File: config.mk
export PLATFORM = sky130hd
export DESIGN_NAME = mips_muldiv_flat
export DESIGN_NICKNAME = d
export VERILOG_FILES = /design/src/rtl/mips_pkg.sv /design/src/rtl/mips_muldiv_if.sv /design/src/rtl/mips_muldiv_step.sv /design/src/rtl/mips_muldiv.sv /design/src/flat_wrapper.sv
export SDC_FILE = /design/constraint.sdc
export NUM_CORES = 1
export LEC_CHECK = 0
export ABC_AREA = 1
export ABC_CLOCK_PERIOD_IN_PS = 3500
export BUFFER_PORTS_ARGS = -buffer_cell sky130_fd_sc_hd__buf_2
export CAP_MARGIN = 20
export CORE_MARGIN = 1
export CORE_UTILIZATION = 40
export DETAILED_ROUTE_END_ITERATION = 16
export PLACE_DENSITY = 0.68
export SLEW_MARGIN = 20
export SYNTH_ARGS = -nofsm -noshare
export SYNTH_HDL_FRONTEND = slang
export SYNTH_SLANG_ARGS = --single-unit
File: constraint.sdc
create_clock -name CLK -period 3.5 [get_ports CLK]
set_clock_uncertainty 0.05 [all_clocks]
set_input_delay 0.175 -clock CLK [delete_from_list [all_inputs] [get_ports CLK]]
set_output_delay 0.175 -clock CLK [all_outputs]
set_load 0.1 [all_outputs]
File: src/rtl/mips_pkg.sv
// rtl/mips_pkg.sv - shared MDOP codes, FSM states and iteration constants for the mult/div unit
package mips_pkg;

    typedef enum logic [1:0] {
        MD_MULT  = 2'b00,
        MD_MULTU = 2'b01,
        MD_DIV   = 2'b10,
        MD_DIVU  = 2'b11
    } mdop_e;

    typedef enum logic [1:0] {
        ST_IDLE = 2'b00,
        ST_MUL  = 2'b01,
        ST_DIV  = 2'b10,
        ST_FIX  = 2'b11
    } md_state_e;

    localparam int ITER_COUNT = 32;
    localparam int CNT_W      = 5;
    localparam logic [CNT_W-1:0] LAST_ITER = CNT_W'(ITER_COUNT - 1);

endpackage

File: src/rtl/mips_muldiv_if.sv
// rtl/mips_muldiv_if.sv - pipeline-side handshake and HI/LO bus of the mult/div unit
interface mips_muldiv_if;
    logic        START;
    logic [1:0]  MDOP;
    logic [31:0] ReadData1;
    logic [31:0] ReadData2;
    logic        HIWrite;
    logic        LOWrite;
    logic        BUSY;
    logic        DONE;
    logic        DIVZERO;
    logic [31:0] HI;
    logic [31:0] LO;

    modport master (
        output START, MDOP, ReadData1, ReadData2, HIWrite, LOWrite,
        input  BUSY, DONE, DIVZERO, HI, LO
    );

    modport slave (
        input  START, MDOP, ReadData1, ReadData2, HIWrite, LOWrite,
        output BUSY, DONE, DIVZERO, HI, LO
    );
endinterface

File: src/rtl/mips_muldiv_step.sv
// rtl/mips_muldiv_step.sv - one radix-2 shift-add (multiply) or restoring shift-subtract (divide) iteration
module mips_muldiv_step (
    input  logic        i_is_div,
    input  logic [63:0] i_acc,
    input  logic [31:0] i_operand,
    output logic [63:0] o_acc
);
    logic [32:0] w_sum;
    logic [32:0] w_shift;
    logic [32:0] w_diff;

    // Multiply: acc = {partial product, remaining multiplier bits}, shifted right each step.
    // Divide:   acc = {partial remainder, remaining dividend / growing quotient}, shifted left.
    assign w_sum   = {1'b0, i_acc[63:32]} + {1'b0, i_operand};
    assign w_shift = i_acc[63:31];
    assign w_diff  = w_shift - {1'b0, i_operand};

    always_comb begin
        o_acc = i_acc;
        if (i_is_div) begin
            if (!w_diff[32]) begin
                o_acc = {w_diff[31:0], i_acc[30:0], 1'b1};
            end else begin
                o_acc = {w_shift[31:0], i_acc[30:0], 1'b0};
            end
        end else begin
            if (i_acc[0]) begin
                o_acc = {w_sum, i_acc[31:1]};
            end else begin
                o_acc = {1'b0, i_acc[63:1]};
            end
        end
    end
endmodule

File: src/rtl/mips_muldiv.sv
// rtl/mips_muldiv.sv - 32-cycle iterative MULT/MULTU/DIV/DIVU unit with HI/LO registers
module mips_muldiv
    import mips_pkg::*;
(
    input  logic          CLK,
    input  logic          RST_N,
    mips_muldiv_if.slave  bus
);
    md_state_e        r_state;
    logic [CNT_W-1:0] r_cnt;
    logic             r_busy;
    logic             r_done;
    logic             r_divzero;
    logic [31:0]      r_hi;
    logic [31:0]      r_lo;
    logic [63:0]      r_acc;
    logic [31:0]      r_operand;
    logic             r_is_div;
    logic             r_neg_q;
    logic             r_neg_r;
    logic             r_dz_pend;

    logic             w_signed;
    logic             w_is_div;
    logic [31:0]      w_a_mag;
    logic [31:0]      w_b_mag;
    logic             w_b_zero;
    logic [63:0]      w_step_acc;
    logic [63:0]      w_prod;
    logic [31:0]      w_quo;
    logic [31:0]      w_rem;

    assign w_signed = (bus.MDOP == MD_MULT) || (bus.MDOP == MD_DIV);
    assign w_is_div = (bus.MDOP == MD_DIV)  || (bus.MDOP == MD_DIVU);
    assign w_a_mag  = (w_signed && bus.ReadData1[31]) ? -bus.ReadData1 : bus.ReadData1;
    assign w_b_mag  = (w_signed && bus.ReadData2[31]) ? -bus.ReadData2 : bus.ReadData2;
    assign w_b_zero = (bus.ReadData2 == 32'd0);

    mips_muldiv_step u_step (
        .i_is_div  (r_state == ST_DIV),
        .i_acc     (r_acc),
        .i_operand (r_operand),
        .o_acc     (w_step_acc)
    );

    // Sign fix-up on the unsigned magnitude result; 0x80000000 / -1 wraps naturally.
    assign w_prod = r_neg_q ? -r_acc : r_acc;
    assign w_quo  = r_neg_q ? -r_acc[31:0]  : r_acc[31:0];
    assign w_rem  = r_neg_r ? -r_acc[63:32] : r_acc[63:32];

    always_ff @(posedge CLK or negedge RST_N) begin
        if (!RST_N) begin
            r_state   <= ST_IDLE;
            r_cnt     <= '0;
            r_busy    <= 1'b0;
            r_done    <= 1'b0;
            r_divzero <= 1'b0;
            r_hi      <= '0;
            r_lo      <= '0;
            r_acc     <= '0;
            r_operand <= '0;
            r_is_div  <= 1'b0;
            r_neg_q   <= 1'b0;
            r_neg_r   <= 1'b0;
            r_dz_pend <= 1'b0;
        end else begin
            r_done    <= 1'b0;
            r_divzero <= 1'b0;
            case (r_state)
                ST_IDLE: begin
                    if (bus.HIWrite || bus.LOWrite) begin
                        if (bus.HIWrite) r_hi <= bus.ReadData1;
                        if (bus.LOWrite) r_lo <= bus.ReadData1;
                    end else if (bus.START) begin
                        r_busy    <= 1'b1;
                        r_cnt     <= '0;
                        r_is_div  <= w_is_div;
                        r_neg_q   <= w_signed && (bus.ReadData1[31] ^ bus.ReadData2[31]);
                        r_neg_r   <= w_signed && bus.ReadData1[31];
                        r_dz_pend <= w_is_div && w_b_zero;
                        if (w_is_div) begin
                            r_operand <= w_b_mag;
                            r_acc     <= {32'd0, w_a_mag};
                            r_state   <= w_b_zero ? ST_FIX : ST_DIV;
                        end else begin
                            r_operand <= w_a_mag;
                            r_acc     <= {32'd0, w_b_mag};
                            r_state   <= ST_MUL;
                        end
                    end
                end
                ST_MUL, ST_DIV: begin
                    r_acc <= w_step_acc;
                    r_cnt <= r_cnt + 1'b1;
                    if (r_cnt == LAST_ITER) r_state <= ST_FIX;
                end
                ST_FIX: begin
                    r_state <= ST_IDLE;
                    r_busy  <= 1'b0;
                    r_done  <= 1'b1;
                    r_cnt   <= '0;
                    if (r_dz_pend) begin
                        r_divzero <= 1'b1;
                    end else if (r_is_div) begin
                        r_hi <= w_rem;
                        r_lo <= w_quo;
                    end else begin
                        r_hi <= w_prod[63:32];
                        r_lo <= w_prod[31:0];
                    end
                end
                default: r_state <= ST_IDLE;
            endcase
        end
    end

    assign bus.BUSY    = r_busy;
    assign bus.DONE    = r_done;
    assign bus.DIVZERO = r_divzero;
    assign bus.HI      = r_hi;
    assign bus.LO      = r_lo;
endmodule

File: src/flat_wrapper.sv
// flat-port wrapper written by rule: the top's interface ports become plain ports
module mips_muldiv_flat import mips_pkg::*;
  (CLK, RST_N, bus_START, bus_MDOP, bus_ReadData1, bus_ReadData2, bus_HIWrite, bus_LOWrite, bus_BUSY, bus_DONE, bus_DIVZERO, bus_HI, bus_LO);
  mips_muldiv_if bus_i ();
  input  logic CLK;
  input  logic RST_N;
  input wire logic [$bits(bus_i.START)-1:0] bus_START;
  input wire logic [$bits(bus_i.MDOP)-1:0] bus_MDOP;
  input wire logic [$bits(bus_i.ReadData1)-1:0] bus_ReadData1;
  input wire logic [$bits(bus_i.ReadData2)-1:0] bus_ReadData2;
  input wire logic [$bits(bus_i.HIWrite)-1:0] bus_HIWrite;
  input wire logic [$bits(bus_i.LOWrite)-1:0] bus_LOWrite;
  output wire logic [$bits(bus_i.BUSY)-1:0] bus_BUSY;
  output wire logic [$bits(bus_i.DONE)-1:0] bus_DONE;
  output wire logic [$bits(bus_i.DIVZERO)-1:0] bus_DIVZERO;
  output wire logic [$bits(bus_i.HI)-1:0] bus_HI;
  output wire logic [$bits(bus_i.LO)-1:0] bus_LO;
  assign bus_i.START = bus_START;
  assign bus_i.MDOP = bus_MDOP;
  assign bus_i.ReadData1 = bus_ReadData1;
  assign bus_i.ReadData2 = bus_ReadData2;
  assign bus_i.HIWrite = bus_HIWrite;
  assign bus_i.LOWrite = bus_LOWrite;
  assign bus_BUSY = bus_i.BUSY;
  assign bus_DONE = bus_i.DONE;
  assign bus_DIVZERO = bus_i.DIVZERO;
  assign bus_HI = bus_i.HI;
  assign bus_LO = bus_i.LO;
  mips_muldiv u_core (.CLK(CLK), .RST_N(RST_N), .bus(bus_i));
endmodule
==> out/results.tsv, run 1 <==
stage	metric	value	unit
run_status	outcome	complete, no violations	
synth	syn_avg_cell_area	5.69	sq um
floorplan	core-area	46600	sq um
placement	place.gp.congestion	1.05	
clock_network	h-tree-depth	4	
sta	clock.fmax	338	MHz
grt	grt_usage	34.8	%
worst_setup_path	cp_max_fo	32	
worst_setup_path	crit_path_cell_trace	inv_1, ha_1, fa_1, inv_1, nand2_1, nand2_1, nand3_1, nand2_2, nand2_1, nand2_2, nand2_2, nand2_2, nand2_1, nand2_4, nand2_1, nand2_1, nand2_1, nand2_1, nand2_1	
clock_network	clock-root-buffer	clkbuf_16	
placement	portBuffers	137	
synth	syn_area	18800	sq um
worst_setup_path	cp.required	3.80	ns
run	max_cap_viol_count	0	
floorplan	die_x	219	um
floorplan	dieArea	48000	sq um
synth	synth_nets	3456	
sta	finalCriticalPeriod	2.96	ns
detailed_routing	drt-initial-drc-count	2918	
clock_network	cts_sinks	174	
synth	async_reset_ff_share	100	%
grt	grt_pass1_vias	20900	
grt	grt_overflow	0	
sta	slew_headroom	38.1	%
worst_setup_path	cp_top_family	simple AND/OR/NAND/NOR gates	
synth	ys_seq_elements	174	
synth	synth_flop_cell	dfrtp_1	
clock_network	post-cts-setup-buffers	0	
sta	rsz0062_at_grt	false	
cells_and_area	nets	3565	
clock_network	numCtsBuffers	17	
worst_setup_path	crit_type	reg2reg	
detailed_routing	wirelength	83600	um
floorplan	initial_core_util	40.5	%
sta	fin_crit_sh	84.5	%
sta	finalSetupViolations	0	
synth	ys_warn_count	0	
detailed_routing	drt_first_pass_iters	8	
sta	slew_viol_final	0	
floorplan	row_count	79	
synth	seq_area_frac_synth	23.1	%
floorplan	die_y	219	um
grt	grt_max_degree	111	
detailed_routing	routedWlPerCell	20.7	um
detailed_routing	vias	22700	
detailed_routing	viasPerCell	5.63	
detailed_routing	antenna_left	0	
detailed_routing	drc_errors	0	
clock_network	clkSlewWorstSetupHoldPaths	0.08	ns
sta	finalSetupTns	0	ns
worst_setup_path	cp-start-kind	register	
clock_network	clk_path_buf_depth	2	
synth	ys_types	54	
synth	synth_edf_count	0	
worst_setup_path	crit_buf_inv	2	
cells_and_area	final_common_cell	nand2_1	
worst_setup_path	cpPeakStageDelay	0.47	ns
worst_setup_path	end_kind	register	
clock_network	cts_tree	yes	
grt	antenna_found_initial	3	
sta	worst_pin_slew	0.928	ns
worst_setup_path	path_common_cell	nand2_1	
min_path	min-delay-path-class	in2reg	
cells_and_area	n_fill_cell	5081	
cells_and_area	drive_above_1_share	8.25	%
worst_setup_path	cp_slowest_cell	fa_1	
cells_and_area	layout_common_cells	nand2_1, inv_1, nor2_1	
clock_network	cts_resized	0	
sta	hold_viol_final	0	
cells_and_area	area_growth	11.1	%
synth	syn_inst	3309	
clock_network	insertion_delay	0.46	ns
worst_setup_path	worstPathArrival	3.26	ns
floorplan	io_pins	138	
placement	dp_hpwl	67200	um
grt	grt_first_pass_wirelength	126000	um
-- sequential cells by signal (all words and copies together), names as in the netlist, 2 cells and up --
register	cells
u_core.r_acc	64
u_core.r_state	2
u_core.bus.HI	32
u_core.bus.LO	32
u_core.r_operand	32
u_core.r_cnt	5
-- worst register-to-register path: stages (launching register included) --
cell and delay [ns]:
dfrtp_1 0.42, inv_1 0.11, ha_1 0.22, fa_1 0.47, inv_1 0.16, nand2_1 0.06
nand2_1 0.07, nand3_1 0.08, nand2_2 0.12, nand2_1 0.07, nand2_2 0.09, nand2_2 0.07
nand2_2 0.06, nand2_1 0.08, nand2_4 0.35, nand2_1 0.12, nand2_1 0.08, nand2_1 0.05
nand2_1 0.08, nand2_1 0.05
-- repair_timing --
action                                  4_1_cts  5_1_grt
hold buffers                                  1        0
hold endpoints to repair                     81        0
endpoints found under the setup margin        0        0
-- area by class of cell --
type / count / area, sq um / share of cell area (%)
Antenna cell: 1 / 2.50 / 0.0120
Clock buffer: 17 / 425 / 2.03
Clock inverter: 15 / 169 / 0.807
Inverter: 491 / 1840 / 8.80
Multi-Input combinational cell: 2540 / 12200 / 58.4
Sequential cell: 174 / 4360 / 20.8
Tap cell: 607 / 759 / 3.63
Timing Repair Buffer: 194 / 1150 / 5.48
-- worst paths after layout --
path                                          startpoint                              end  slack [ns]  cells after the start
setup / recovery            u_core.r_acc[31]$_DFFE_PN0P_     u_core.r_acc[62]$_DFFE_PN0P_        0.54                     19
max in group asynchronous                          RST_N     u_core.r_acc[36]$_DFFE_PN0P_        2.15                      3
min in group asynchronous                          RST_N    u_core.bus.LO[10]$_DFFE_PN0P_        0.31                      2
hold reg to reg            u_core.bus.HI[11]$_DFFE_PN0P_    u_core.bus.HI[11]$_DFFE_PN0P_        0.43                      2
setup reg to reg            u_core.r_acc[31]$_DFFE_PN0P_     u_core.r_acc[62]$_DFFE_PN0P_        0.54                     19
hold / removal                          bus_ReadData1[7]  u_core.r_operand[7]$_DFFE_PN0P_        0.03                      4
-- through the flow --
stage | setup slack (ns) | instances | hold slack (ns) | instance area, sq um | util (%)
floorplan | 1.01 | 3309 | -0.171 | 18800 | -
finish | 0.543 | 4039 | 0.0285 | 20900 | 45.0
CTS | 0.607 | 4038 | 0.00158 | 20900 | 45.0
detailed placement | 0.628 | 4005 | 0.261 | 20300 | 43.7
global placement | 0.640 | 4005 | 0.256 | 20300 | 43.7
global route | 0.370 | 4038 | 0.0491 | 20900 | 45.0
-- per-layer routing --
| metal | vias to the layer above | global-route usage (%) | wire length [um] |
|---|---|---|---|
| met5 | - | 0 | 0 |
| met4 | 0 | 19.8 | 5620 |
| met3 | 248 | 7.50 | 8790 |
| met2 | 1338 | 52.7 | 35600 |
| met1 | 10400 | 45.6 | 33600 |
| li1 | 10800 | - | - |
-- cell usage after synthesis (3+ instances only) --
library cell / count / area (sq um)
o211ai_1: 27 / 203
nand4_1: 40 / 250
nand3_1: 351 / 1760
o21ai_1: 10 / 50.1
nor3_1: 24 / 120
buf_2: 20 / 100
clkinv_1: 4 / 15.0
a2bb2oi_1: 14 / 123
dfrtp_1: 174 / 4350
a22oi_1: 15 / 113
xor2_1: 43 / 377
o221ai_1: 5 / 43.8
a21boi_1: 4 / 30.0
a31oi_1: 23 / 144
inv_2: 7 / 26.3
o21ai_0: 134 / 671
o31ai_1: 3 / 22.5
clkbuf_1: 63 / 236
buf_6: 3 / 33.8
nor2_2: 10 / 62.6
o21a_1: 3 / 22.5
a21boi_0: 19 / 143
nand2_2: 8 / 50.1
buf_1: 15 / 56.3
a21oi_1: 187 / 936
or2_2: 19 / 119
nand2_1: 1092 / 4100
nand3b_1: 10 / 75.1
o22ai_1: 3 / 18.8
ha_1: 74 / 926
buf_4: 3 / 22.5
and2_1: 10 / 62.6
o21bai_1: 10 / 75.1
inv_1: 480 / 1800
xnor2_1: 12 / 105
nor2_1: 365 / 1370
-- cell families after synthesis --
group / after synthesis / share of synthesized area (%)
compound gates: 467 / 14.2
xor+xnor: 55 / 2.56
fa+ha+maj: 76 / 5.13
buf+inv: 595 / 12.2
flops: 174 / 23.1
simple gates: 1942 / 42.8
Power of run 1 is not shown: default switching activity piles up to over one toggle a cycle in this logic, so the estimate is an artifact.
==> inputs of run 2 (changes only) <==
- ABC_AREA: 1 -> 0
- ABC_CLOCK_PERIOD_IN_PS: 3500 -> 2800
- clock period: 3.5 -> 2.8 ns (I/O delays scaled with it)
==> run 2 against run 1 <==
  * The run now ends with setup timing left
  * Sequential cell count unchanged
  * Synthesized area down 17%
  * Global-route usage decreased by 2.3 points
  * Die area fell by 17%
  * Core utilization rose by 12 points
  * Wire length is 21% lower
  * Non-clock buffer count increased by 379
==> out/results.tsv, run 2 <==
stage	metric	value	unit	change
worst_setup_path	cp.required	3.10	ns	was 3.80 ns
run_status	failed_checks	setup timing		
worst_setup_path	cpPeakStageDelay	0.42	ns	was 0.47 ns
sta	finalCriticalPeriod	3.18	ns	was 2.96 ns
synth	syn_avg_cell_area	7.79	sq um	was 5.69 sq um
synth	ys_seq_elements	174		unchanged
floorplan	die_y	199	um	was 219 um
detailed_routing	drt-initial-drc-count	1482		was 2918
synth	synth_nets	2144		was 3456
synth	synth_area_leaders	dfrtp_1, a21oi_1, ha_1, o21ai_0, xnor2_1		was dfrtp_1, nand2_1, inv_1, nand3_1, nor2_1
synth	synth_edf_count	0		unchanged
detailed_routing	drc_errors	0		unchanged
synth	synth_top_area_share	28.0	%	was 23.1%
worst_setup_path	crit_type	reg2reg		unchanged
synth	syn_area	15600	sq um	was 18800 sq um
worst_setup_path	cp_top_family	compound AO/OA/AOI/OAI gates		was simple AND/OR/NAND/NOR gates
worst_setup_path	ff2ff_setup_slack	-0.38	ns	was 0.54 ns
synth	ys_warn_count	0		unchanged
grt	grt_max_degree	70		was 111
placement	place.gp.congestion	1.04		was 1.05
run_status	outcome	finished, violations left		was complete, no violations
grt	grt_first_pass_wirelength	97000	um	was 126000 um
clock_network	clock-root-buffer	clkbuf_16		unchanged
synth	synth_common_cells	a21oi_1, nand2_1, o21ai_0		was nand2_1, inv_1, nor2_1
cells_and_area	layout_common_cells	buf_4, nand2_1, a21oi_1		was nand2_1, inv_1, nor2_1
clock_network	numCtsBuffers	17		unchanged
synth	syn_inst	1997		was 3309
sta	setup_ws	-0.381	ns	was 0.543 ns
worst_setup_path	end_kind	register		unchanged
detailed_routing	antenna_left	0		unchanged
floorplan	initial_core_util	40.9	%	was 40.5%
clock_network	cts_sinks	174		unchanged
worst_setup_path	crit_path_cell_trace	ha_4, fa_2, nand2b_4, a21oi_4, o211ai_1, buf_4, a311oi_4, nor3_4, xnor2_4, buf_6, buf_12, mux2i_1, nor2_1, a221o_1		was inv_1, ha_1, fa_1, inv_1, nand2_1, nand2_1, nand3_1, nand2_2, nand2_1, nand2_2, nand2_2, nand2_2, nand2_1, nand2_4, nand2_1, nand2_1, nand2_1, nand2_1, nand2_1
run	max_cap_viol_count	0		unchanged
cells_and_area	n_fill_cell	3493		was 5081
worst_setup_path	cp_max_fo	5		was 32
clock_network	clk_path_buf_depth	2		unchanged
cells_and_area	drive_above_1_share	32.4	%	was 8.25%
detailed_routing	wirelength	65800	um	was 83600 um
clock_network	clkSlewWorstSetupHoldPaths	0.07	ns	was 0.08 ns
floorplan	dieArea	39700	sq um	was 48000 sq um
cells_and_area	n_antenna_cell	0		was 1
cells_and_area	nets	2615		was 3565
synth	seq_area_frac_synth	28.0	%	was 23.1%
sta	fin_crit_sh	114	%	was 84.5%
clock_network	insertion_delay	0.46	ns	about the same
cells_and_area	utilization	56.8	%	was 45.0%
worst_setup_path	cp-start-kind	register		unchanged
worst_setup_path	crit_buf_inv	3		was 2
synth	async_reset_ff_share	100	%	unchanged
detailed_routing	routedWlPerCell	22.0	um	was 20.7 um
floorplan	row_count	71		was 79
cells_and_area	regMostFlops	u_core.r_acc		unchanged
cells_and_area	area_growth	38.8	%	was 11.1%
sta	rsz0062_at_grt	true		was false
clock_network	cts_tree	yes		unchanged
synth	synth_flop_cell	dfrtp_1		unchanged
floorplan	core-area	38000	sq um	was 46600 sq um
grt	grt_pass1_vias	16800		was 20900
worst_setup_path	cp_slowest_cell	dfrtp_1		was fa_1
placement	portBuffers	137		unchanged
sta	hold_viol_final	0		unchanged
floorplan	io_pins	138		unchanged
synth	synth_area_leader_cell	dfrtp_1		unchanged
sta	clock.fmax	314	MHz	was 338 MHz
grt	antenna_found_initial	1		was 3
detailed_routing	vias	17800		was 22700
synth	ys_types	74		was 54
cells_and_area	final_common_cell	buf_4		was nand2_1
sta	finalSetupViolations	62		was 0
clock_network	h-tree-depth	4		unchanged
min_path	min-delay-path-class	in2reg		unchanged
floorplan	die_x	199	um	was 219 um
grt	grt_usage	32.5	%	was 34.8%
grt	grt_overflow	0		unchanged
worst_setup_path	worstPathArrival	3.48	ns	was 3.26 ns
detailed_routing	drt_first_pass_iters	6		was 8
sta	slew_viol_final	0		unchanged
cells_and_area	largest_reg_flops	64		unchanged
sta	slew_headroom	45.6	%	was 38.1%
sta	worst_pin_slew	0.811	ns	was 0.928 ns
placement	dp_hpwl	51100	um	was 67200 um
detailed_routing	viasPerCell	5.94		was 5.63
==> run 2: cell count changes after synthesis, sizes merged, moves of 44 or more <==
| cell | change |
|---|---|
| a21o | +44 |
| a211oi | +48 |
| nor2 | -209 |
| nand3 | -312 |
| mux2i | +56 |
| inv | -418 |
| xnor2 | +80 |
| nand2 | -889 |
==> run 2: repair_timing <==
action | 4_1_cts | 5_1_grt
hold buffers | 2 | 0
resized for setup | 110 | 123
pin swaps | 64 | 103
hold endpoints to repair | 46 | 0
setup endpoints to repair | 71 | 79
cloned | 2 | 1
setup buffers | 20 | 27
==> run 2: cells by family (layout without fill, tap and decap cells) <==
| group | count (synthesis) | in the layout | share of synthesized area (%) |
|---|---|---|---|
| adder cells (fa/ha/maj) | 76 | 76 | 6.21 |
| multiplexers | 80 | 80 | 5.34 |
| buffers and inverters | 192 | 676 | 4.67 |
| XOR/XNOR | 172 | 172 | 9.68 |
| AO/OA/AOI/OAI | 685 | 685 | 27.4 |
| flip-flops | 174 | 174 | 28.0 |
| AND/OR/NAND/NOR | 618 | 618 | 18.7 |
==> run 2: worst register-to-register path: stages, from the launching register on <==
cell      delay, ns
dfrtp_1        0.42
ha_4           0.18
fa_2           0.40
nand2b_4       0.17
a21oi_4        0.15
o211ai_1       0.09
buf_4          0.16
a311oi_4       0.29
nor3_4         0.10
xnor2_4        0.19
buf_6          0.17
buf_12         0.14
mux2i_1        0.21
nor2_1         0.07
a221o_1        0.27
==> run 2: layout make-up <==
type	instances	area (sq um)	area share, %
Multi-Input combinational cell	1631	11500	53.3
Sequential cell	174	4360	20.2
Timing Repair Buffer	573	4200	19.5
Tap cell	511	639	2.96
Clock buffer	23	488	2.26
Inverter	71	269	1.25
Clock inverter	9	131	0.608
==> run 2: routing by layer <==
metal / routed length, um / GRT usage [%] / vias up
li1: - / - / 8205
met1: 27700 / 42.7 / 8607
met2: 29900 / 50.9 / 812
met3: 5670 / 7.97 / 152
met4: 2550 / 13.1 / 2
met5: 13 / 0 / -
==> run 2: path summary, 6_finish.rpt <==
kind | startpoint | to | depth (start not counted)
min | bus_ReadData1[27] | u_core.bus.LO[27]$_DFFE_PN0P_ | 3
min reg2reg | u_core.bus.LO[11]$_DFFE_PN0P_ | u_core.bus.LO[11]$_DFFE_PN0P_ | 1
max | u_core.r_operand[0]$_DFFE_PN0P_ | u_core.r_acc[40]$_DFFE_PN0P_ | 14
max in group asynchronous | RST_N | u_core.r_acc[50]$_DFFE_PN0P_ | 3
min in group asynchronous | RST_N | u_core.bus.HI[20]$_DFFE_PN0P_ | 2
max reg2reg | u_core.r_operand[0]$_DFFE_PN0P_ | u_core.r_acc[40]$_DFFE_PN0P_ | 14
==> run 2: metrics by stage <==
stage                     instances  area, sq um  setup TNS, ns  hold slack, ns  setup WS (ns)
after floorplan                1997        15800          -5.88          -0.206         -0.217
after global placement         2918        19700         -14.39          0.0621         -0.394
after detailed placement       2918        19700         -19.31          0.0652         -0.427
after CTS                      2971        21000          -9.59         0.00146         -0.317
after global routing           2992        21600         -21.21          0.0400         -0.481
final                          2992        21600         -14.67          0.0108         -0.381
Power of run 2 is left out for the same reason.
